==> src/rtl/game_pkg.sv <==
// Shared types and constants for the game controller: state encoding, key codes
// and the visible screen area used to qualify collisions.
package game_pkg;

  typedef enum logic [1:0] {
    IDLE = 2'd0,
    RUN  = 2'd1,
    HIT  = 2'd2,
    OVER = 2'd3
  } game_state_t;

  localparam logic [7:0]  KEY_SPACE = 8'h2C;
  localparam logic [7:0]  KEY_ENTER = 8'h28;

  localparam logic [9:0]  SCREEN_W  = 10'd640;
  localparam logic [9:0]  SCREEN_H  = 10'd480;

  localparam logic [15:0] BCD_MAX   = 16'h9999;

endpackage

==> src/rtl/bcd_counter4.sv <==
// Four-digit BCD up-counter with synchronous clear; holds at 9999 instead of
// rolling over so a long game never shows a wrapped score.
module bcd_counter4
  import game_pkg::*;
(
  input  logic        Clk,
  input  logic        Reset,
  input  logic        i_clr,
  input  logic        i_inc,
  output logic [15:0] o_bcd
);

  logic [3:0] w_carry;

  assign w_carry[0] = i_inc && (o_bcd != BCD_MAX);

  generate
    for (genvar gi = 0; gi < 4; gi++) begin : g_digit
      logic [3:0] r_digit;

      assign o_bcd[gi*4 +: 4] = r_digit;

      // A digit advances only when every lower digit is rolling over from 9.
      if (gi < 3) begin : g_carry
        assign w_carry[gi+1] = w_carry[gi] && (r_digit == 4'd9);
      end

      always_ff @(posedge Clk) begin
        if (Reset || i_clr) begin
          r_digit <= 4'd0;
        end else if (w_carry[gi]) begin
          r_digit <= (r_digit == 4'd9) ? 4'd0 : r_digit + 4'd1;
        end
      end
    end
  endgenerate

endmodule

==> src/rtl/game_ctrl.sv <==
// Game controller: per-frame collision detection between stickman and obstacle
// pixels, the IDLE/RUN/HIT/OVER state machine, lives, flash timer and score.
module game_ctrl
  import game_pkg::*;
#(
  parameter logic [1:0] LIVES        = 2'd3,
  parameter logic [7:0] COLL_THRESH  = 8'd8,
  parameter logic [7:0] FLASH_FRAMES = 8'd60,
  parameter logic [7:0] SCORE_DIV    = 8'd6,
  parameter logic [7:0] START_KEY    = KEY_SPACE,
  parameter logic [7:0] RESTART_KEY  = KEY_ENTER
)
(
  input  logic        Clk,
  input  logic        Reset,
  input  logic        frame_clk,
  input  logic [7:0]  keycode,
  input  logic [9:0]  DrawX,
  input  logic [9:0]  DrawY,
  input  logic        is_stickman,
  input  logic        is_obstacle,
  output logic [1:0]  game_state,
  output logic        run_enable,
  output logic [15:0] score_bcd,
  output logic [1:0]  lives,
  output logic        flash,
  output logic        hit_pulse
);

  logic        r_fclk_q1, r_fclk_q2, r_frame_start;
  logic [7:0]  r_ovl_cnt;
  logic        w_overlap, w_frame_hit;

  game_state_t r_state, r_state_next;
  logic [1:0]  r_lives, r_lives_next;
  logic [7:0]  r_flash_timer, r_flash_timer_next;
  logic [7:0]  r_div, r_div_next;
  logic        r_hit_pulse, r_hit_pulse_next;
  logic        w_score_clr, w_score_inc, w_div_wrap;

  always_ff @(posedge Clk) begin
    if (Reset) begin
      r_fclk_q1     <= 1'b0;
      r_fclk_q2     <= 1'b0;
      r_frame_start <= 1'b0;
    end else begin
      r_fclk_q1     <= frame_clk;
      r_fclk_q2     <= r_fclk_q1;
      r_frame_start <= r_fclk_q1 & ~r_fclk_q2;
    end
  end

  assign w_overlap   = is_stickman && is_obstacle && (DrawX < SCREEN_W) && (DrawY < SCREEN_H);
  assign w_frame_hit = r_frame_start && (r_ovl_cnt >= COLL_THRESH);

  // The verdict uses last frame's count; an overlap on the tick opens the new frame.
  always_ff @(posedge Clk) begin
    if (Reset) begin
      r_ovl_cnt <= 8'd0;
    end else if (r_frame_start) begin
      r_ovl_cnt <= w_overlap ? 8'd1 : 8'd0;
    end else if (w_overlap && (r_ovl_cnt != 8'hFF)) begin
      r_ovl_cnt <= r_ovl_cnt + 8'd1;
    end
  end

  always_ff @(posedge Clk) begin
    if (Reset) begin
      r_state       <= IDLE;
      r_lives       <= LIVES;
      r_flash_timer <= 8'd0;
      r_div         <= 8'd0;
      r_hit_pulse   <= 1'b0;
    end else begin
      r_state       <= r_state_next;
      r_lives       <= r_lives_next;
      r_flash_timer <= r_flash_timer_next;
      r_div         <= r_div_next;
      r_hit_pulse   <= r_hit_pulse_next;
    end
  end

  assign w_div_wrap = (r_div == SCORE_DIV - 8'd1);

  always_comb begin
    r_state_next       = r_state;
    r_lives_next       = r_lives;
    r_flash_timer_next = r_flash_timer;
    r_div_next         = r_div;
    r_hit_pulse_next   = 1'b0;
    w_score_clr        = 1'b0;
    w_score_inc        = 1'b0;

    case (r_state)
      IDLE: begin
        if (keycode == START_KEY) begin
          r_state_next = RUN;
          r_lives_next = LIVES;
          r_div_next   = 8'd0;
          w_score_clr  = 1'b1;
        end
      end
      RUN: begin
        if (w_frame_hit) begin
          r_hit_pulse_next = 1'b1;
          if (r_lives <= 2'd1) begin
            r_state_next = OVER;
            r_lives_next = 2'd0;
          end else begin
            r_state_next       = HIT;
            r_lives_next       = r_lives - 2'd1;
            r_flash_timer_next = 8'd0;
          end
        end else if (r_frame_start) begin
          r_div_next  = w_div_wrap ? 8'd0 : r_div + 8'd1;
          w_score_inc = w_div_wrap;
        end
      end
      HIT: begin
        if (r_frame_start) begin
          r_div_next  = w_div_wrap ? 8'd0 : r_div + 8'd1;
          w_score_inc = w_div_wrap;
          if (r_flash_timer == FLASH_FRAMES - 8'd1) begin
            r_state_next       = RUN;
            r_flash_timer_next = 8'd0;
          end else begin
            r_flash_timer_next = r_flash_timer + 8'd1;
          end
        end
      end
      OVER: begin
        if (keycode == RESTART_KEY) begin
          r_state_next = IDLE;
        end
      end
      default: r_state_next = IDLE;
    endcase
  end

  bcd_counter4 u_score (
    .Clk   (Clk),
    .Reset (Reset),
    .i_clr (w_score_clr),
    .i_inc (w_score_inc),
    .o_bcd (score_bcd)
  );

  assign game_state = r_state;
  assign run_enable = (r_state == RUN) || (r_state == HIT);
  assign lives      = r_lives;
  assign flash      = (r_state == HIT) && r_flash_timer[3];
  assign hit_pulse  = r_hit_pulse;

endmodule

==> config.mk <==
export PLATFORM = sky130hd
export DESIGN_NAME = game_ctrl
export DESIGN_NICKNAME = d
export VERILOG_FILES = /design/src/rtl/game_pkg.sv /design/src/rtl/bcd_counter4.sv /design/src/rtl/game_ctrl.sv
export SDC_FILE = /design/constraint.sdc
export NUM_CORES = 1
export LEC_CHECK = 0
export BUFFER_PORTS_ARGS = -buffer_cell sky130_fd_sc_hd__clkbuf_2
export CAP_MARGIN = 5
export CORE_ASPECT_RATIO = 1.75
export CORE_MARGIN = 2
export CORE_UTILIZATION = 40
export DETAILED_ROUTE_END_ITERATION = 7
export PLACE_DENSITY = 0.6
export SLEW_MARGIN = 20
export SYNTH_ARGS = -nofsm -noshare
export SYNTH_HDL_FRONTEND = slang
export SYNTH_SLANG_ARGS = --single-unit
==> constraint.sdc <==
create_clock -name Clk -period 2.4 [get_ports Clk]
set_input_delay 0.12 -clock Clk [delete_from_list [all_inputs] [get_ports Clk]]
set_output_delay 0.12 -clock Clk [all_outputs]
set_load 0.1 [all_outputs]
# Word-level counts from Yosys, hierarchy flattened
# Index checks and enable logic that the tools add are counted.
[totals] input_bits=33 output_inout_bits=23 ff_bits=48 elab_cells=104
[classes] reduce_logical=22 order_cmp=4 n_eq_ne=20 bitwise=3 addsub=8 muxes=34
[ops] op="8-bit two-way mux" count=10
[ops] op="8-bit by 1-bit adder with 8-bit output, second input constant" count=3
[ops] op="8-bit by 6-bit == test with 1-bit output, second input constant" count=3
[ops] op="8-bit one-hot mux with 3 select lines" count=1
[ops] op="4-bit by 1-bit adder with 4-bit output, second input constant" count=4
[ops] op="4-bit == test, second input constant" count=4
[ops] op="2-bit two-way mux" count=8
[ops] op="4-bit two-way mux" count=4
[ops] op="16-bit != test, second input constant" count=1
[ops] op="8-bit one-hot mux with 2 select lines" count=1
[ops] op="2-bit != test, second input constant" count=7
[ops] op="1-bit logical AND" count=10
[ops] op="10-bit < comparator, second input constant" count=1
[ops] op="10-bit by 9-bit < comparator with 1-bit output, second input constant" count=1
[ops] op="8-bit by 3-bit == test with 1-bit output, second input constant" count=1
[ops] op="8-bit by 4-bit greater-or-equal comparator with 1-bit output, second input constant" count=1
[ops] op="8-bit != test, second input constant" count=1
[ops] op="2-bit one-hot mux with 4 select lines" count=1
[ops] op="1-bit two-way mux" count=7
[ops] op="3-bit AND reduction" count=2
[ops] op="2-bit nonzero test" count=3
[ops] op="5-bit AND reduction" count=1
[ops] op="2-bit == test, second input constant" count=2
[ops] op="2-bit one-hot mux with 2 select lines" count=1
[ops] op="11 further kinds" count=13

# Depth between registers and ports, before layout
[depth] word_depth=8 mapped_depth=8 depth_no_buf=7

# By module
# A second synthesis with hierarchy kept.
[unflattened] cells_unflattened=327 area_unflattened_um2=2766.4
[by_module_without_submodules] module="game_ctrl" cells_each=231 area_each_um2=1946.9 n_inst=1 seq_area_each_um2=640.6
[by_module_without_submodules] module="bcd_counter4" cells_each=96 area_each_um2=819.5 n_inst=1 seq_area_each_um2=320.3

# Worst setup path before layout
# OpenSTA, ideal clock, no wires.
[synth_path] kind="reg2reg" startpoint="reg r_state[0] (netlist: game_state[0])" endpoint="reg u_score.g_digit[3].r_digit[3]" setup_time_ns=0.070 setup_slack_ns=-1.095 arrival_ns=3.425 stages_incl_launch_ff=8 cell_sequence="dfxtp_1 > inv_1 > ha_1 > inv_1 > nor4_4 > nand3_2 > or4_1 > a21oi_1"
[synth_via] elab_chain_len=6
[synth_lines] item="start: declaration" line_no="game_ctrl.sv:34" rtl="game_state_t r_state, r_state_next;"
[synth_lines] item="start signal: assignment" line_no="game_ctrl.sv:75" rtl="r_state <= r_state_next;"
[synth_lines] item="2-bit == test / 2-bit by 1-bit == test with 1-bit output (equally long branches)" line_no="game_ctrl.sv:94" rtl="case (r_state)"
[synth_lines] item="1-bit one-hot mux with 2 select lines" line_no="game_ctrl.sv:94"
[synth_lines] item="1-bit logical AND" line_no="bcd_counter4.sv:15" rtl="assign w_carry[0] = i_inc && (o_bcd != BCD_MAX);"
[synth_lines] item="1-bit logical AND (3 in series)" line_no="bcd_counter4.sv:25" rtl="assign w_carry[gi+1] = w_carry[gi] && (r_digit == 4'd9);"
[synth_lines] item="end signal: assignment" line_no="bcd_counter4.sv:32" rtl="r_digit <= (r_digit == 4'd9) ? 4'd0 : r_digit + 4'd1;"
[synth_lines] item="end: declaration" line_no="bcd_counter4.sv:19" rtl="logic [3:0] r_digit;"
# Parallel ways exist; a longest one is shown, timed or not.
# A chain may end at the register's enable or synchronous reset.

# Worst setup path after layout
[layout_path] startpoint="reg r_div[0]" endpoint="reg u_score.g_digit[3].r_digit[3]"
[layout_via] elab_chain_len=8
[layout_lines] item="start: declaration" line_no="game_ctrl.sv:37" rtl="logic [7:0] r_div, r_div_next;"
[layout_lines] item="start signal: assignment" line_no="game_ctrl.sv:78" rtl="r_div <= r_div_next;"
[layout_lines] item="8-bit by 3-bit == test with 1-bit output (*)" line_no="game_ctrl.sv:83" rtl="assign w_div_wrap = (r_div == SCORE_DIV - 8'd1);"
[layout_lines] item="1-bit two-way mux (*)" line_no="game_ctrl.sv:114, game_ctrl.sv:120"
[layout_lines] item="1-bit two-way mux" line_no="game_ctrl.sv:104" rtl="if (w_frame_hit) begin"
[layout_lines] item="1-bit one-hot mux with 2 select lines (*)" line_no="game_ctrl.sv:94"
[layout_lines] item="1-bit logical AND (*)" line_no="bcd_counter4.sv:15"
[layout_lines] item="1-bit logical AND (*) (3 in series)" line_no="bcd_counter4.sv:25"
# Every way passes the cells marked *; elsewhere a longest branch is shown, timed or not.

==> impl_metrics.yaml <==
timing:
  period_share_pct: 97.5
  relSlewSlack_pct: 63.5
  setup-violations-final: 0
  skew_ns: 0.00664
  finalSetupTns_ns: 0
  finalCriticalPeriod_ns: 2.34
  report.final.slew_viol_count: 0
  fmax_mhz: 427
  hold_ws_ns: 0.0417
  fin_ws_ns: 0.0590
  worstMarginPinSlew_ns: 0.549
  hold_viol_final: 0
  rsz0062_at_grt: "yes"
detailed_routing:
  final_antenna_net_count: 0
  vias_per_cell: 5.58
  dr.pass1.iters: 4
  vias: 2510
  drt_iter0_drc: 92
  wl_um: 6160
  wl_per_cell_um: 13.7
  drc: 0
worst_setup_path:
  path_class: "flip-flop to flip-flop"
  required_ns: 2.62
  start_kind: "flip-flop"
  arrival_ns: 2.56
  worstPathMaxFanout: 13
  endpoint_kind: "flip-flop"
status:
  status: "finished, final reports clean"
final_layout:
  drive_gt1_share_pct: 22.8
  num_antenna_cells: 0
  nets: 409
  area_growth_pct: 19.8
  fin_util_pct: 49.1
global_routing:
  antenna_found_initial: 0
  grt_pass1_vias: 2400
  grt_pass1_wl_um: 10500
  grt_remaining_overflow: 0
  grt_use_total_pct: 17.9
  grt_max_degree: 16
yosys:
  seq_area_frac_synth_pct: 36.4
  synthCells: 315
  synth_seq_cells: 48
  synth_nets: 357
  ys_warn_count: 0
  synthFlopType: "dfxtp_1"
  ys_types: 59
  synth_area_leaders: "dfxtp_1 (36%), nand2_1 (4.4%), ha_1 (4.3%), nor2_1 (4.3%), a21oi_1 (3.6%)"
  synth_top_area_share_pct: 36.4
  async_flop_share_pct: 0
  synth-edff-count: 0
  netlist_area_sq_um: 2640
  synth.avg_cell_area_sq_um: 8.38
  yosysTopAreaCell: "dfxtp_1"
die:
  die_h_um: 111
  core_sq_um: 6440
  rows: 39
  dieArea_sq_um: 7290
  die_x_um: 65.4
  io_pins: 56
  initial_core_util_pct: 41.0
power_and_ir_drop:
  vdd_drop_max_mv: 0.322
  power.density_nw_per_um2: 554
  power_mw: 1.75
  leakage_nw: 1.23
place:
  dp_hpwl_um: 4620
  place_congestion: 0.769
  dp_slack_ns: 0.0606
  io_buffers: 43
clock_network:
  cts-resized-gates: 0
  ctsHoldBuffers: 0
  htreeDepth: 2
  root_buffer: "clkbuf_16"
  clock-sinks: 48
  cts_max_path_buffers: 2
  cts_buffers: 5
  post_cts_buffers: 0
  clk_pin_slew_ns: 0.06
  tritoncts: "yes"
  clock_latency_ns: 0.29
flow_run:
  maxCapViolations: 0
worst_hold_path:
  hp-class: "input port to flip-flop"
==> metal layers <==
layer  part of all wire, %  up-vias  GRT usage (%)
li1                      -     1266              -
met1                    41     1203           19.0
met2                    54       32           32.7
met3                   3.3        9           4.24
met4                   2.0        0           7.50
met5                     0        -              0
==> area by class of cell <==
cell class / instances / area (sq um)
well taps: 82 / 103
clock inverters: 1 / 5.00
repair buffers: 52 / 283
inverters: 17 / 63.8
flip-flops and latches: 48 / 976
multi-input cells: 243 / 1600
clock buffers: 7 / 133
fillers: 673 / 3280
==> path summary, 6_finish.rpt <==
kind | to | slack [ns] | cells after the start | start
worst max-delay path | u_score.g_digit[3].r_digit[3]$_SDFFE_PP0P_ | 0.06 | 6 | r_div[0]$_SDFFE_PP0P_
worst min-delay path | r_fclk_q1$_SDFF_PP0_ | 0.04 | 2 | frame_clk
worst max register to register | u_score.g_digit[3].r_digit[3]$_SDFFE_PP0P_ | 0.06 | 6 | r_div[0]$_SDFFE_PP0P_
worst min register to register | r_frame_start$_SDFF_PP0_ | 0.38 | 1 | r_fclk_q2$_SDFF_PP0_
==> critical path, stage by stage (launching register included) <==
cell     delay [ns]
dfxtp_1        0.40
ha_1           0.16
or4b_4         0.48
nor4_4         0.30
nand3_2        0.26
or4_1          0.53
a21oi_1        0.15
==> where the power goes <==
group | switching (mW) | internal [mW]
logic | 0.170 | 0.0918
clock network | 0.294 | 0.386
registers | 0.00649 | 0.804
total | 0.471 | 1.28
==> stage by stage <==
stage                     cell area [sq um]  instances
after floorplan                        2670        315
after global placement                 3020        442
after detailed placement               3020        442
after CTS                              3160        450
after global routing                   3160        450
final                                  3160        450
==> cell usage after synthesis (all sizes together), types with 3 or more instances <==
cell and count:
a31o 3, nor4 6, o2111ai 3, ha 9
nand3 14, xnor2 7, a21o 5, clkbuf 5
nor3 7, or3 8, or4 3, and4bb 3
o21ai 19, nor2 30, a21oi 19, nand2 31
and4 3, dfxtp 48, nor2b 6, o31ai 4
nand4 9, or3b 3, and2 3, mux2i 6
inv 17, xor2 6
==> state kept, by name, summed over array words and instances (netlist names) <==
| name | cells |
|---|---|
| r_div | 8 |
| r_flash_timer | 8 |
| r_fclk_q2 | 1 |
| u_score.g_digit.r_digit | 16 |
| r_fclk_q1 | 1 |
| r_ovl_cnt | 8 |
| lives | 2 |
| game_state | 2 |
| hit_pulse | 1 |
| r_frame_start | 1 |
==> cells in the final DEF, fill, tap and decap left out, types with 3 or more instances in the layout <==
cell / instances
buf_4: 9
nand4_1: 9
dfxtp_2: 6
xnor2_1: 7
a21o_1: 5
inv_1: 16
o31ai_1: 4
or3b_2: 3
clkbuf_2: 43
nor2_1: 30
clkbuf_16: 5
dfxtp_1: 40
nor3_1: 7
nor2b_1: 6
nand2_1: 31
and4_1: 3
and4bb_2: 3
a21oi_1: 19
or4_1: 3
o2111ai_1: 3
or3_1: 8
nand3_1: 13
xor2_1: 6
nor4_1: 5
ha_1: 8
o21ai_0: 18
mux2i_1: 6
==> cells by family after synthesis <==
logic type                 after synthesis  share of synthesized area [%]
adders and majority gates                9                           4.27
xor gates and xnor gates                13                           4.31
and+or+nand+nor                        139                           29.2
muxes                                    7                           2.70
DFF                                     48                           36.4
AOI/OAI and AO/OA                       75                           19.6
buffers and inverters                   24                           3.51
Power figures use the tool's default switching activity.
